--- config.mk ---
export PLATFORM = sky130hd
export DESIGN_NAME = sha256d_nonce_sweep
export DESIGN_NICKNAME = d
export VERILOG_FILES = /design/src/rtl/sha256d_nonce_sweep.sv
export SDC_FILE = /design/constraint.sdc
export NUM_CORES = 2
export LEC_CHECK = 0
export CORE_UTILIZATION = 40
export DETAILED_ROUTE_END_ITERATION = 16
export HOLD_SLACK_MARGIN = 0.1
export PLACE_DENSITY_LB_ADDON = 0.05
export RECOVER_POWER = 100
export SYNTH_ARGS = -nofsm -noshare
export SYNTH_HDL_FRONTEND = slang
export SYNTH_SLANG_ARGS = --single-unit
--- constraint.sdc ---
create_clock -name clk -period 23 [get_ports clk]
set_input_delay 4.6 -clock clk [delete_from_list [all_inputs] [get_ports clk]]
set_output_delay 4.6 -clock clk [all_outputs]
set_load 0.05 [all_outputs]
--- src/rtl/sha256d_nonce_sweep.sv ---
// Double-SHA-256 tail engine: sweeps a nonce range, hashing block 2
// of the header and then the 256-bit intermediate digest, one round per cycle.
module sha256d_nonce_sweep #(
  parameter int          OUT_WORDS    = 1,
  parameter logic [31:0] NONCE_STRIDE = 32'd1,
  parameter bit          STOP_ON_HIT  = 1'b0
) (
  input  logic                    clk,
  input  logic                    reset,
  input  logic                    start,
  input  logic [255:0]            h_in,
  input  logic [95:0]             in,
  input  logic [31:0]             nonce_base,
  input  logic [31:0]             nonce_count,
  input  logic [31:0]             target,
  output logic                    out_valid,
  input  logic                    out_ready,
  output logic [31:0]             out_nonce,
  output logic [OUT_WORDS*32-1:0] out_hash,
  output logic                    out_hit,
  output logic                    busy,
  output logic                    done
);

  typedef enum logic [2:0] {
    IDLE, LOAD, RND1, FIN1, RND2, FIN2, OUT
  } state_t;

  localparam logic [0:7][31:0] IV = {
    32'h6a09e667, 32'hbb67ae85, 32'h3c6ef372, 32'ha54ff53a,
    32'h510e527f, 32'h9b05688c, 32'h1f83d9ab, 32'h5be0cd19
  };

  localparam logic [0:63][31:0] K = {
    32'h428a2f98, 32'h71374491, 32'hb5c0fbcf, 32'he9b5dba5,
    32'h3956c25b, 32'h59f111f1, 32'h923f82a4, 32'hab1c5ed5,
    32'hd807aa98, 32'h12835b01, 32'h243185be, 32'h550c7dc3,
    32'h72be5d74, 32'h80deb1fe, 32'h9bdc06a7, 32'hc19bf174,
    32'he49b69c1, 32'hefbe4786, 32'h0fc19dc6, 32'h240ca1cc,
    32'h2de92c6f, 32'h4a7484aa, 32'h5cb0a9dc, 32'h76f988da,
    32'h983e5152, 32'ha831c66d, 32'hb00327c8, 32'hbf597fc7,
    32'hc6e00bf3, 32'hd5a79147, 32'h06ca6351, 32'h14292967,
    32'h27b70a85, 32'h2e1b2138, 32'h4d2c6dfc, 32'h53380d13,
    32'h650a7354, 32'h766a0abb, 32'h81c2c92e, 32'h92722c85,
    32'ha2bfe8a1, 32'ha81a664b, 32'hc24b8b70, 32'hc76c51a3,
    32'hd192e819, 32'hd6990624, 32'hf40e3585, 32'h106aa070,
    32'h19a4c116, 32'h1e376c08, 32'h2748774c, 32'h34b0bcb5,
    32'h391c0cb3, 32'h4ed8aa4a, 32'h5b9cca4f, 32'h682e6ff3,
    32'h748f82ee, 32'h78a5636f, 32'h84c87814, 32'h8cc70208,
    32'h90befffa, 32'ha4506ceb, 32'hbef9a3f7, 32'hc67178f2
  };

  function automatic logic [31:0] rotr(input logic [31:0] x, input int n);
    return (x >> n) | (x << (32 - n));
  endfunction

  function automatic logic [31:0] ep0(input logic [31:0] x);
    return rotr(x, 2) ^ rotr(x, 13) ^ rotr(x, 22);
  endfunction

  function automatic logic [31:0] ep1(input logic [31:0] x);
    return rotr(x, 6) ^ rotr(x, 11) ^ rotr(x, 25);
  endfunction

  function automatic logic [31:0] sg0(input logic [31:0] x);
    return rotr(x, 7) ^ rotr(x, 18) ^ (x >> 3);
  endfunction

  function automatic logic [31:0] sg1(input logic [31:0] x);
    return rotr(x, 17) ^ rotr(x, 19) ^ (x >> 10);
  endfunction

  state_t state_q, state_d;
  logic done_q, done_d;

  logic [0:7][31:0]  hin_q;
  logic [0:2][31:0]  in_q;
  logic [31:0]       tgt_q;
  logic [31:0]       nonce_q;
  logic [31:0]       rem_q;
  logic [0:7][31:0]  hv_q;
  logic [0:15][31:0] w_q;
  logic [5:0]        rnd_q;

  logic [OUT_WORDS*32-1:0] hash_q;
  logic [31:0]             onon_q;
  logic                    hit_q;

  logic [31:0]       t1, t2, w_new;
  logic [0:7][31:0]  hv_rnd, hsum1, hsum2;
  logic [0:15][31:0] w_shift;
  logic              last;

  // w_q is a sliding 16-word window: w_q[0] is the current round's word.
  always_comb begin
    t1 = hv_q[7] + ep1(hv_q[4])
       + ((hv_q[4] & hv_q[5]) ^ (~hv_q[4] & hv_q[6]))
       + K[rnd_q] + w_q[0];
    t2 = ep0(hv_q[0])
       + ((hv_q[0] & hv_q[1]) ^ (hv_q[0] & hv_q[2])
          ^ (hv_q[1] & hv_q[2]));
    hv_rnd = {t1 + t2, hv_q[0], hv_q[1], hv_q[2],
              hv_q[3] + t1, hv_q[4], hv_q[5], hv_q[6]};
    w_new = sg1(w_q[14]) + w_q[9] + sg0(w_q[1]) + w_q[0];
    w_shift = '0;
    for (int j = 0; j < 15; j++) w_shift[j] = w_q[j+1];
    w_shift[15] = w_new;
    for (int j = 0; j < 8; j++) begin
      hsum1[j] = hin_q[j] + hv_q[j];
      hsum2[j] = IV[j] + hv_q[j];
    end
  end

  assign last = (rem_q == 32'd1) || (STOP_ON_HIT && hit_q);

  always_comb begin
    state_d = state_q;
    done_d  = 1'b0;
    unique case (state_q)
      IDLE: begin
        if (start) begin
          if (nonce_count == 32'd0) done_d  = 1'b1;
          else                      state_d = LOAD;
        end
      end
      LOAD: state_d = RND1;
      RND1: if (rnd_q == 6'd63) state_d = FIN1;
      FIN1: state_d = RND2;
      RND2: if (rnd_q == 6'd63) state_d = FIN2;
      FIN2: state_d = OUT;
      OUT: begin
        if (out_ready) begin
          if (last) begin
            state_d = IDLE;
            done_d  = 1'b1;
          end else begin
            state_d = LOAD;
          end
        end
      end
      default: state_d = IDLE;
    endcase
  end

  always_ff @(posedge clk) begin
    if (reset) begin
      state_q <= IDLE;
      done_q  <= 1'b0;
      hin_q   <= '0;
      in_q    <= '0;
      tgt_q   <= '0;
      nonce_q <= '0;
      rem_q   <= '0;
      hv_q    <= '0;
      w_q     <= '0;
      rnd_q   <= '0;
      hash_q  <= '0;
      onon_q  <= '0;
      hit_q   <= 1'b0;
    end else begin
      state_q <= state_d;
      done_q  <= done_d;
      unique case (state_q)
        IDLE: begin
          if (start) begin
            for (int j = 0; j < 8; j++) hin_q[j] <= h_in[32*j +: 32];
            for (int j = 0; j < 3; j++) in_q[j] <= in[32*j +: 32];
            tgt_q   <= target;
            nonce_q <= nonce_base;
            rem_q   <= nonce_count;
          end
        end
        LOAD: begin
          hv_q  <= hin_q;
          w_q   <= {in_q[0], in_q[1], in_q[2], nonce_q,
                    32'h8000_0000, 320'd0, 32'd640};
          rnd_q <= '0;
        end
        RND1, RND2: begin
          hv_q  <= hv_rnd;
          w_q   <= w_shift;
          rnd_q <= rnd_q + 6'd1;
        end
        FIN1: begin
          hv_q  <= IV;
          w_q   <= {hsum1, 32'h8000_0000, 192'd0, 32'd256};
          rnd_q <= '0;
        end
        FIN2: begin
          for (int j = 0; j < OUT_WORDS; j++)
            hash_q[32*j +: 32] <= hsum2[j];
          onon_q <= nonce_q;
          hit_q  <= hsum2[0] < tgt_q;
        end
        OUT: begin
          if (out_ready) begin
            rem_q   <= rem_q - 32'd1;
            nonce_q <= nonce_q + NONCE_STRIDE;
          end
        end
        default: ;
      endcase
    end
  end

  assign out_valid = (state_q == OUT);
  assign out_nonce = onon_q;
  assign out_hash  = hash_q;
  assign out_hit   = hit_q;
  assign busy      = (state_q != IDLE);
  assign done      = done_q;

endmodule

# After elaboration in Yosys (flattened, before gate mapping)
# Memory sizes are Yosys's and may differ from the RTL's.
# Cells that the tools add are included.
dict set report op_classes {
  add_sub_neg 22
  n_mul 0
  div_mod_pow 0
  magnitude_cmp 2
  n_eq_ne 13
  shifts 0
  muxes 23
  bitwise 28
  n_reduce_logical 11
}
# cell n
set op_table {}
lappend op_table {{$pmux W512 S3} 1}
lappend op_table {{$pmux W256 S3} 1}
lappend op_table {{$add A32 B32 Y32} 18}
lappend op_table {{$xor A32 B32 Y32} 9}
lappend op_table {{$mux W32} 6}
lappend op_table {{$and A32 B32 Y32} 5}
lappend op_table {{$pmux W32 S2} 2}
lappend op_table {{$add A31 B32 Y32 const A} 1}
lappend op_table {{$add A32 B1 Y32 const B} 1}
lappend op_table {{$eq A32 B1 Y1 const B} 1}
lappend op_table {{$logic_not A32 Y1} 1}
lappend op_table {{$lt A32 B32 Y1} 1}
lappend op_table {{$not A32 Y32} 1}
lappend op_table {{$or A10 B32 Y32} 1}
lappend op_table {{$or A13 B32 Y32} 1}
lappend op_table {{$or A14 B32 Y32} 1}
lappend op_table {{$or A15 B32 Y32} 1}
lappend op_table {{$or A19 B32 Y32} 1}
lappend op_table {{$or A21 B32 Y32} 1}
lappend op_table {{$or A25 B32 Y32} 1}
lappend op_table {{$or A26 B32 Y32} 1}
lappend op_table {{$or A30 B32 Y32} 1}
lappend op_table {{$or A7 B32 Y32} 1}
lappend op_table {{$sub A32 B1 Y32 const B} 1}
lappend op_table {{23 further kinds} 40}
dict set report totals {
  reg_bits 1291
  latch_bits 0
  ram_bits 0
  mem_bits_ro 2048
  input_bits 452
  out_inout_bits 68
  word_cells 144
  n_memories 1
}
# memory words width read_ports rd_ports_with_merged_regs wr line
set memory_table {}
lappend memory_table {{(no name shown)} 64 32 1 0 0 98} ;# + K[rnd_q] + w_q[0];

# Longest topological paths before layout
dict set report depth {
  depth_word 9
  mapped_depth 38
  depth_no_buf 36
}

# Least setup slack after synthesis
# No wires, ideal clock.
dict set report synth_path {
  path_kind {register to register}
  startpoint {register rnd_q[0]}
  endpoint {register hv_q[251] in the netlist's numbering}
  setup_time_ns 0.114
  t_arrival_ns 7.138
  required_time_ns 22.886
  setup_slack_ns 15.748
  path_stages_with_launch 37
  path_buffers 2
  period_less_slack_ns 7.252
  cell_sequence {dfxtp_1 -> clkbuf_1 -> clkinv_1 -> ha_1 -> and2_0 -> clkbuf_1 -> o21ai_0 -> o311ai_0 -> nand2_1 -> nand2_1 -> o21ai_0 -> fa_1 -> inv_1 -> ha_1 -> a21o_1 -> a21oi_2 -> o21ai_0 -> a21oi_1 -> o22ai_1 -> a221o_1 -> a21oi_1 -> nor2_1 -> nor2_1 -> xnor2_1 -> fa_1 -> ha_1 -> a21o_1 -> a21o_1 -> a21oi_1 -> o21ai_0 -> a31o_2 -> o41ai_2 -> xnor2_1 -> nor2_1 -> a21oi_1 -> nor2_1 -> a2111oi_0}
}
dict set report synth_between {
  elab_chain_len 8
}
# item line
set synth_lines {}
lappend synth_lines {{start: declaration} 83} ;# logic [5:0] rnd_q;
lappend synth_lines {{start signal: assignment} 182} ;# rnd_q <= rnd_q + 6'd1;
lappend synth_lines {{$not A6 Y7 (not written as such)} 98}
lappend synth_lines {{$mem_v2 Z64 W32} n/a}
lappend synth_lines {{$mux W32 (not written as such) (2 in series)} 98}
lappend synth_lines {{$add A32 B32 Y32 (2 in series)} 98}
lappend synth_lines {{$add A32 B32 Y32} 102} ;# hv_rnd = {t1 + t2, hv_q[0], hv_q[1], hv_q[2],
lappend synth_lines {{$pmux W256 S3} 163} ;# unique case (state_q)
lappend synth_lines {{end signal: assignment} 174} ;# hv_q <= hin_q;
lappend synth_lines {{end signal: assignment} 180} ;# hv_q <= hv_rnd;
lappend synth_lines {{end: declaration} 81} ;# logic [0:7][31:0] hv_q;
# No other way between the ends. The select of a mux whose other input is x is not followed.
# A chain may end at the register's enable or synchronous reset.

# Worst setup path after layout
dict set report layout_path {
  startpoint {input reset}
  endpoint {register w_q[306] in the netlist's numbering}
}
# item line
set layout_rtl {}
lappend layout_rtl {{start: declaration} 9} ;# input logic reset,
lappend layout_rtl {{end signal: assignment} 175} ;# w_q <= {in_q[0], in_q[1], in_q[2], nonce_q,
lappend layout_rtl {{end signal: assignment} 181} ;# w_q <= w_shift;
lappend layout_rtl {{end signal: assignment} 186} ;# w_q <= {hsum1, 32'h8000_0000, 192'd0, 32'd256};
lappend layout_rtl {{end: declaration} 82} ;# logic [0:15][31:0] w_q;
# No word-level cell between the ends.

==> summary.txt <==
STA
  – Setup violations, final: 0
  – Tmin final: 15.93 ns
  – Slew headroom: -513.6%
  – Clock Skews: 0.06245 ns
  – Fmax: 62.76 MHz
  – Slew @ Worst Pin: 9.204 ns
  – Final Max Tran Viols: 1171
  – Fin crit share: 69.28%
  – Final hold vios: 0
  – Unrepaired setup endpoints after global routing: false
  – Setup ws final: 7.065 ns
  – WHS: 0.4504 ns
  – Setup TNS: 0 ns

Pwr
  – VDD IR max: 403.3 µV
  – Pleak: 37.40 nW
  – Pwr dens: 203.1 mW/mm²

Global route
  – Tot GR Track Use: 39.48%
  – Vias in the first global route: 75.64k
  – Grt ovf: 0
  – Largest net degree at the start of global routing: 212
  – First-pass GRT wire length: 580500 µm
  – Initial antenna violation count: 46

Placement
  – Placed cell count: 12.96k
  – RD Place Congestion: 1.030
  – Post-place setup slack: 13.46 ns
  – # port buffers: 519
  – Post-DP HPWL: 317700 µm

Logic synthesis
  – Syn Std Cell Area: 0.08150 mm²
  – Yosys reg bits: 1291
  – Post-synth top area share: 31.71%
  – Post-synth EDFFs: 0
  – Seq/Total Area, Yosys: 31.71%
  – Largest cells by area after synthesis: dfxtp_1 (32%), a21oi_1 (7.3%), ha_1 (6.5%)
  – Post-synth cell types: 106
  – Synth Net Count: 11.48k
  – Syn. warnings: 0
  – Ys flop type: dfxtp_1
  – Fraction of registers with async set/reset: 0%
  – Synth area leader: dfxtp_1
  – Avg Inst Size Synth: 7.830 µm²
  – Mapped Cells: 10.41k

Cells and area
  – Fillers: 20.24k
  – Commonest non-fill, non-tap cell in the layout: nand2_1
  – Multi-input logic area: 0.05080 mm²
  – Final std cells w/o fill: 13.25k
  – Most frequent cells in the layout: nand2_1 (1302), dfxtp_1 (1284), a21oi_1 (1187)
  – Final core utilization: 46.39%
  – Area growth, synth to finish: 15.16%
  – Layout cells sized above 1: 5.813%
  – Nets: 11.51k
  – FF+latch area: 0.02586 mm²

Status
  – Failing checks: capacitance limit, slew limit
  – Outcome: finished, violations left

Flow run
  – Max Cap Viol: 15

Detailed routing
  – Iter 0 DRT Violations: 11.13k
  – First drt pass iteration count: 9
  – Post-route ant nets: 0
  – Via-per-instance ratio: 6.233
  – Final wirelength: 421100 µm
  – Residual DRC count: 0
  – DR WL/cell: 31.78 µm
  – Via Count: 82.60k

Clock network
  – Clock sinks: 1291
  – Num CTS Buffers: 153
  – Clock latency on the worst-skew pair: 0.85 ns
  – CTS Buffer Depth: 3
  – Post_cts resized: 0
  – Hold_buf cts: 0
  – CTS Root Cell: clkbuf_16
  – Post-CTS setup buffers: 0
  – CTS H-tree depth: 4
  – Reg clk slew, reported paths: 0.06 ns
  – CTS tree: built

Worst setup path
  – CP delay by family, top: buffers and inverters
  – Critical path startpoint category: primary input
  – CP peak stage delay: 2.96 ns
  – Reg2Reg Setup Slack: 11.16 ns
  – Kind of critical path: primary input to flop
  – Cell mode on critical path: clkbuf_1
  – CP Cell Sequence: clkbuf_1, clkbuf_1, clkbuf_1, clkbuf_1, o22ai_1
  – Crit-path slowest cell: clkbuf_1
  – CP required: 23.53 ns
  – Worst path arrival time: 16.47 ns
  – CP Buf/Inv Count: 4
  – Crit Path Max Fanout: 87
  – Critical Path Sink Type: flop

Floorplanning
  – Die X: 453.4 µm
  – Core ar.: 0.2023 mm²
  – DIE AREA: 0.2056 mm²
  – Die H: 453.4 µm
  – Ports: 520
  – Initial Utilization: 40.28%
  – Row count: 165

Min path
  – Hold Path Class: flop to flop
==> cells in the mapped netlist (40+ instances only) <==
| cell type | instances |
|---|---|
| a222oi_1 | 128 |
| nand2b_1 | 77 |
| dfxtp_1 | 1291 |
| o22ai_1 | 331 |
| a22oi_1 | 298 |
| and3_1 | 47 |
| a21oi_1 | 1187 |
| o21a_1 | 50 |
| nand4_1 | 40 |
| nand3_1 | 98 |
| ha_1 | 424 |
| a21o_1 | 179 |
| a221oi_1 | 61 |
| a211oi_1 | 237 |
| nand2_1 | 1311 |
| a2111oi_0 | 44 |
| xor2_1 | 214 |
| o21bai_1 | 50 |
| nor3_1 | 250 |
| o21ai_0 | 421 |
| fa_1 | 196 |
| xnor2_1 | 387 |
| clkbuf_1 | 734 |
| o221a_2 | 45 |
| nor2b_1 | 62 |
| inv_1 | 502 |
| nor2_1 | 1028 |
| a31oi_1 | 85 |
| mux2i_1 | 43 |
| buf_1 | 82 |
==> metrics by stage <==
step | power (mW) | cell area, µm²
6_report | 19.06 | 93860
3_3_place_gp | 16.05 | 88590
5_1_grt | 20.05 | 93840
2_1_floorplan | 11.30 | 81500
4_1_cts | 18.65 | 93930
3_5_place_dp | 15.94 | 88590
==> worst reg2reg max path, delay by kind of cell, from the launching register on <==
kind / cells / cell delay, ns
AOI/OAI and AO/OA: 17 / 4.31
xor gates and xnor gates: 2 / 0.65
adders and majority gates: 5 / 2.70
buffers and inverters: 3 / 2.38
DFF: 1 / 0.30
and+or+nand+nor: 7 / 1.29
==> final timing paths <==
check | startpoint | to | cells after the start
worst max register to register | rnd_q[0]$_SDFFE_PP0P_ | hv_q[251]$_SDFFE_PP0P_ | 34
worst min-delay path | out_hash[31]$_SDFFE_PP0P_ | out_hash[31]$_SDFFE_PP0P_ | 2
worst max-delay path | reset | w_q[306]$_SDFFE_PP0P_ | 5
worst min register to register | out_hash[31]$_SDFFE_PP0P_ | out_hash[31]$_SDFFE_PP0P_ | 2
==> final cells by class <==
| class | count | share of cell area [%] |
|---|---|---|
| Multi-Input combinational cell | 7787 | 54.12 |
| Sequential cell | 1291 | 27.55 |
| Timing Repair Buffer | 701 | 6.991 |
| Clock buffer | 209 | 4.669 |
| Tap cell | 2672 | 3.562 |
| Inverter | 507 | 2.036 |
| Clock inverter | 68 | 1.020 |
| Antenna cell | 17 | 0.04533 |
==> state kept, by name (all words and copies together), names as in the netlist <==
signal,count
hin_q,256
hv_q,256
done,1
rem_q,32
out_hash,32
tgt_q,32
w_q,512
nonce_q,32
state_q,3
rnd_q,6
out_nonce,32
in_q,96
out_hit,1
==> logic make-up after synthesis <==
family	Yosys count	share of synthesized area, %
AO/OA/AOI/OAI	3395	26.99
AND/OR/NAND/NOR	3070	15.99
buffers and inverters	1331	6.142
flip-flops	1291	31.71
adder cells (fa/ha/maj)	635	11.51
XOR/XNOR	601	6.458
multiplexers	86	1.205
==> power by group <==
group / total (mW) / leakage, nW / internal (mW) / switching, mW
clock: 2.61 / 2.59 / 1.51 / 1.10
combinational: 13.5 / 24.3 / 4.62 / 8.84
sequential: 3.00 / 10.5 / 2.50 / 0.493
total: 19.1 / 37.4 / 8.63 / 10.4
==> per-layer routing <==
layer | up-vias | part of all wire (%) | track usage [%]
met5 | - | 0.061 | 0
met4 | 34 | 7.1 | 24.24
met3 | 954 | 10 | 10.21
met2 | 4355 | 41 | 56.65
met1 | 40210 | 42 | 52.63
li1 | 37050 | - | -
No activity file was read; power rests on OpenSTA's default activity.
